<file path="src/rtl/bnn_xnor_layer2.sv">
`default_nettype none
// ============================================================================
// Module      : bnn_xnor_layer2
// Description : Binarized fully-connected layer with XNOR-popcount neurons.
//               A captured activation vector is scored against each weight
//               row one CHUNK-bit slice per cycle. Each neuron output is
//               thresholded, and a running argmax tracks the best neuron.
//               Results are held until the consumer accepts them.
// Ports       : clk, reset            - clock, async active-high reset
//               in_valid/in_ready/in_bits - activation vector handshake
//               wt_we/wt_addr/wt_data - weight row write (IDLE only)
//               busy                  - high whenever not IDLE
//               out_valid/out_ready   - result handshake
//               out_bits/out_score/out_class - thresholded outputs,
//                                       winning popcount, winning index
// Revision    : 1.0 - initial release
// ============================================================================
module bnn_xnor_layer2 #(
   parameter int N_IN   = 128,
   parameter int N_OUT  = 16,
   parameter int CHUNK  = 32,
   parameter int THRESH = 64
) (
   input  logic                      clk,
   input  logic                      reset,
   input  logic                      in_valid,
   output logic                      in_ready,
   input  logic [N_IN-1:0]           in_bits,
   input  logic                      wt_we,
   input  logic [$clog2(N_OUT)-1:0]  wt_addr,
   input  logic [N_IN-1:0]           wt_data,
   output logic                      busy,
   output logic                      out_valid,
   input  logic                      out_ready,
   output logic [N_OUT-1:0]          out_bits,
   output logic [$clog2(N_IN+1)-1:0] out_score,
   output logic [$clog2(N_OUT)-1:0]  out_class
);

   localparam int c_N_CHUNK = N_IN / CHUNK;
   localparam int c_CW      = (c_N_CHUNK > 1) ? $clog2(c_N_CHUNK) : 1;
   localparam int c_DW      = $clog2(N_OUT);
   localparam int c_SW      = $clog2(N_IN + 1);
   localparam int c_PW      = $clog2(CHUNK + 1);

   localparam logic [1:0] c_IDLE    = 2'd0;
   localparam logic [1:0] c_COMPUTE = 2'd1;
   localparam logic [1:0] c_HOLD    = 2'd2;

   logic [1:0]       r_state;
   logic [1:0]       w_state_next;
   logic [N_IN-1:0]  r_wt [0:N_OUT-1];
   logic [N_IN-1:0]  r_in_bits;
   logic [c_CW-1:0]  r_c;
   logic [c_DW-1:0]  r_d;
   logic [c_SW-1:0]  r_acc;

   logic [N_IN-1:0]  w_row;
   logic [CHUNK-1:0] w_in_chunk [0:c_N_CHUNK-1];
   logic [CHUNK-1:0] w_wt_chunk [0:c_N_CHUNK-1];
   logic [CHUNK-1:0] w_xnor;
   logic [c_PW-1:0]  w_pop;
   logic [c_SW-1:0]  w_final;
   logic             w_accept;
   logic             w_last_chunk;
   logic             w_last_neuron;

   // ---------------------------------------------------------------------
   // Chunk slicing of the captured vector and the current neuron's row
   // ---------------------------------------------------------------------
   assign w_row = r_wt[r_d];

   generate
      for (genvar g = 0; g < c_N_CHUNK; g++) begin : g_chunk
         assign w_in_chunk[g] = r_in_bits[g*CHUNK +: CHUNK];
         assign w_wt_chunk[g] = w_row[g*CHUNK +: CHUNK];
      end
   endgenerate

   // XNOR + popcount of one slice; w_final is the accumulated count
   // including this slice, which at the last slice is the neuron's total.
   always_comb begin
      w_xnor = ~(w_in_chunk[r_c] ^ w_wt_chunk[r_c]);
      w_pop  = '0;
      for (int j = 0; j < CHUNK; j++) begin
         w_pop = w_pop + c_PW'(w_xnor[j]);
      end
      w_final = r_acc + c_SW'(w_pop);
   end

   assign w_accept      = in_valid && (r_state == c_IDLE);
   assign w_last_chunk  = (r_c == c_CW'(c_N_CHUNK - 1));
   assign w_last_neuron = (r_d == c_DW'(N_OUT - 1));

   // ---------------------------------------------------------------------
   // FSM: state register
   // ---------------------------------------------------------------------
   always_ff @(posedge clk or posedge reset) begin
      if (reset) begin
         r_state <= c_IDLE;
      end else begin
         r_state <= w_state_next;
      end
   end

   // FSM: next-state logic
   always_comb begin
      w_state_next = r_state;
      case (r_state)
         c_IDLE: begin
            if (in_valid) begin
               w_state_next = c_COMPUTE;
            end
         end
         c_COMPUTE: begin
            if (w_last_chunk && w_last_neuron) begin
               w_state_next = c_HOLD;
            end
         end
         c_HOLD: begin
            if (out_ready) begin
               w_state_next = c_IDLE;
            end
         end
         default: w_state_next = c_IDLE;
      endcase
   end

   // FSM: outputs
   always_comb begin
      in_ready  = (r_state == c_IDLE);
      busy      = (r_state != c_IDLE);
      out_valid = (r_state == c_HOLD);
   end

   // ---------------------------------------------------------------------
   // Weight store: writable only while IDLE. A write coinciding with an
   // accept commits on the same edge, so the computation that starts on
   // the next cycle already sees the new row.
   // ---------------------------------------------------------------------
   always_ff @(posedge clk or posedge reset) begin
      if (reset) begin
         for (int n = 0; n < N_OUT; n++) begin
            r_wt[n] <= '0;
         end
      end else if (wt_we && (r_state == c_IDLE)) begin
         r_wt[wt_addr] <= wt_data;
      end
   end

   // ---------------------------------------------------------------------
   // Datapath: counters, accumulator, thresholded outputs, running argmax.
   // Result registers are only touched during COMPUTE, so they hold their
   // last values through HOLD and the following IDLE.
   // ---------------------------------------------------------------------
   always_ff @(posedge clk or posedge reset) begin
      if (reset) begin
         r_in_bits <= '0;
         r_c       <= '0;
         r_d       <= '0;
         r_acc     <= '0;
         out_bits  <= '0;
         out_score <= '0;
         out_class <= '0;
      end else if (w_accept) begin
         r_in_bits <= in_bits;
         r_c       <= '0;
         r_d       <= '0;
         r_acc     <= '0;
      end else if (r_state == c_COMPUTE) begin
         if (w_last_chunk) begin
            r_acc         <= '0;
            r_c           <= '0;
            r_d           <= r_d + 1'b1;
            out_bits[r_d] <= (w_final >= c_SW'(THRESH));
            // Neuron 0 seeds the running best; strict '>' keeps the
            // lowest index on ties.
            if ((r_d == '0) || (w_final > out_score)) begin
               out_score <= w_final;
               out_class <= r_d;
            end
         end else begin
            r_acc <= w_final;
            r_c   <= r_c + 1'b1;
         end
      end
   end

endmodule
`default_nettype wire

</file>
<file path="config.mk">
export PLATFORM = sky130hd
export DESIGN_NAME = bnn_xnor_layer2
export DESIGN_NICKNAME = d
export VERILOG_FILES = /design/src/rtl/bnn_xnor_layer2.sv
export SDC_FILE = /design/constraint.sdc
export NUM_CORES = 2
export LEC_CHECK = 0
export ABC_AREA = 1
export CAP_MARGIN = 0
export CORE_UTILIZATION = 40
export CTS_BUF_LIST = sky130_fd_sc_hd__clkbuf_4
export DETAILED_ROUTE_END_ITERATION = 10
export PLACE_DENSITY_LB_ADDON = 0.1
export SLEW_MARGIN = 0
export SYNTH_ARGS = -nofsm -noshare
export SYNTH_HDL_FRONTEND = slang
export SYNTH_SLANG_ARGS = --single-unit
</file>
<file path="constraint.sdc">
create_clock -name clk -period 194.5 [get_ports clk]
set_clock_uncertainty 0.2 [all_clocks]
set_input_delay 38.9 -clock clk [delete_from_list [all_inputs] [get_ports clk]]
set_output_delay 38.9 -clock clk [all_outputs]
set_load 0.05 [all_outputs]
</file>
==> out/metrics.cfg <==
[global_routing]
use_met3_pct=4.60
grt_pass1_wl_um=561000
use_met1_pct=38.6
grt_max_degree=180
grtUsageMet2_pct=44.1
grt_pass1_vias=89000
grtUsageTotal_pct=27.9
overflow=0
top_usage_layer=met2
antenna_found_initial=23

[sta]
setup_viol=0
setup_ws_ps=151450
max_freq_mhz=23.2
hold_violations=0
fin_crit_sh_pct=22.1
worst_pin_slew_ps=1320
min_period_ps=43050
fin_tns_setup_ps=0
slew_violations=0
rsz0062_at_grt=no
maxSlewHeadroom_pct=12.1

[logic_synthesis]
yosys.area_share.adder_pct=0.830
syn_inst=13700
yosys.area_share.simple_pct=25.0
synth_top_area_cell=dfrtp_1
ys_warn_count=0
synth_top_family_by_area=simple AND/OR/NAND/NOR gates
syn_area_per_cell_um2=7.65
synth_ff_type=dfrtp_1
synth_edf_count=0
ys_seq_area_share_pct=52.9
yosysUniqueCellTypes=39
synth_xor_area_share_pct=0.0334
synth_area_leaders=dfrtp_1 53%, nand2_1 18%, o21ai_0 10%
syn-num-nets=14000
synth_most_common_cell=nand2_1
synth_compound_area_share_pct=13.1
synthTopCellsByCount=5128 x nand2_1, 2220 x dfrtp_1, 2115 x o21ai_0, 964 x inv_1, 805 x nand3_1
syn-cell-area_um2=105000
muxShareOfSynthArea_pct=0
synth_seq_cells=2220
synth.top_cell.area_share_pct=52.9
async_reset_ff_share_pct=100

[power]
combPwrFrac_pct=60.3
max-vdd-ir-drop_v=0.000222
p_switching_mw=1.24
internal_power_mw=1.33
clkPwrFrac_pct=17.2
power_frac_seq_pct=22.5
p_leak_nw=57.4
swShare_pct=48.3
p_per_area_nw_per_um2=22.0

[placed_design]
gp_congestion=0.820
dp_slack_ps=149850
io_buffers=295
place_area_um2=109000
hpwl_um=211000

[critical_path]
critPathCaptureType=async pin
worst-path-buf-inv=7
cpMostUsedCell=buf_4
cp-start-kind=input pin
crit_fanout=159
crit_arrival_ps=44230
crit_family=buffers and inverters
cp_data_required_time_ps=195680
critical-path-slowest-cell=buf_4
crit_path_max_incr_delay_ps=880
crit_type=input pin to async pin
path_cells=clkdlybuf4s50_1, inv_8, buf_4, buf_12, buf_12, buf_4, buf_4

[floorplan]
coreArea_um2=260000
dieWidth_um=514
rows=187
dieArea_um2=264000
ios=296
start_util_pct=40.3
dieHeight_um=514

[hold_path]
hp-class=flip-flop to flip-flop

[clock_network]
cts_root_buf=clkbuf_4
path_clk_slew_ps=50
cts_resized=0
cts_tree=built
htree_levels=6
postCtsSetupRepairBufs=0
numCtsBuffers=642
cts_hold_buf=0
clk_latency_ps=1450
clock_path_buffers=4
clock_sinks=2220

[drt]
wl_um=370000
ant_nets=0
drtIter0Drc=8762
remaining_drc_errors=0
wl_per_cell_um=20.9
vias=92300
first_pass_iters=8
viasPerCell=5.21

[layout]
multiInputGateArea_um2=41100
register_area_um2=55600
fillCellCount=26700
final_area_um2=117000
nets=14100
final_util_pct=45.1
areaGrowthSynthToFinish_pct=11.7
drive_gt1_share_pct=8.31

[run]
maxCapViolations=0

[run_status]
outcome=completed

-- stage by stage --
stage	total power [mW]	hold WS (ps)	cells
after floorplan	1.70	241	13700
after global placement	2.10	261	16600
after detailed placement	2.13	265	16600
after CTS	2.58	281	17700
after global routing	2.86	290	17700
final	2.58	277	17700
-- cell type report --
class / count / share of cell area (%)
inverter: 975 / 3.16
sequential: 2220 / 47.4
antenna: 14 / 0.0299
clock inverter: 154 / 0.872
clock buffer: 936 / 5.99
multi-input combinational: 9478 / 35.1
tap: 3496 / 3.73
timing repair buffer: 444 / 3.75
-- path summary, 6_finish.rpt --
kind | from | endpoint | slack (ps) | cells past startpoint
hold / removal | r_wt[1797]$_DFFE_PP0P_ | r_wt[1797]$_DFFE_PP0P_ | 280 | 2
hold reg to reg | r_wt[1797]$_DFFE_PP0P_ | r_wt[1797]$_DFFE_PP0P_ | 280 | 2
setup / recovery | reset | r_wt[1000]$_DFFE_PP0P_ | 151450 | 7
min in group asynchronous | reset | r_wt[659]$_DFFE_PP0P_ | 37890 | 2
setup reg to reg | r_d[0]$_DFFE_PP0P_ | out_score[7]$_DFFE_PP0P_ | 181920 | 39
max in group clk | wt_we | r_wt[1258]$_DFFE_PP0P_ | 152390 | 7
-- worst min-delay path: stages, from the launching register on --
cell     delay [ps]
dfrtp_1         340
nand2_1          50
o21ai_0          60
-- layout by cell type, fill, tap and decap left out, drive strengths merged, types with 2 or more instances in the layout --
cell / count
diode: 14
a21o: 2
xor2: 4
inv: 982
nand2: 5130
clkbuf: 936
clkdlybuf4s50: 295
ha: 28
dfrtp: 2220
a32oi: 32
fa: 26
or2: 4
buf: 149
bufinv: 14
a21oi: 312
nor2: 744
clkinv: 127
o21ai: 2365
clkinvlp: 6
nand4: 11
nand3: 805
nor3: 6
a32o: 2
-- kinds of logic after synthesis --
kind of cell | Yosys count
flops | 2220
fa+ha+maj | 54
compound gates | 2720
buf+inv | 2026
xor+xnor | 4
simple gates | 6700
-- state kept, by name (all words and copies together), names as in the netlist --
name       flops
out_bits      16
r_in_bits    128
out_score      8
r_state        2
r_c            2
r_acc          8
out_class      4
r_wt        2048
r_d            4
-- power by group through the flow --
stage,combinational [mW],sequential (mW),clock [mW]
floorplan,1.11,0.588,0
finish,1.55,0.581,0.443
detailed placement,1.55,0.587,0
global placement,1.51,0.585,0
CTS,1.55,0.580,0.455
global route,1.79,0.588,0.481
-- routing by layer --
metal	routed length (um)	vias up	part of all wire [%]
met5	23	-	0.0062
met3	24000	596	6.5
met1	167000	44900	45
met4	12000	4	3.2
li1	-	43700	-
met2	167000	3044	45
(Power assumes the default switching activity.)
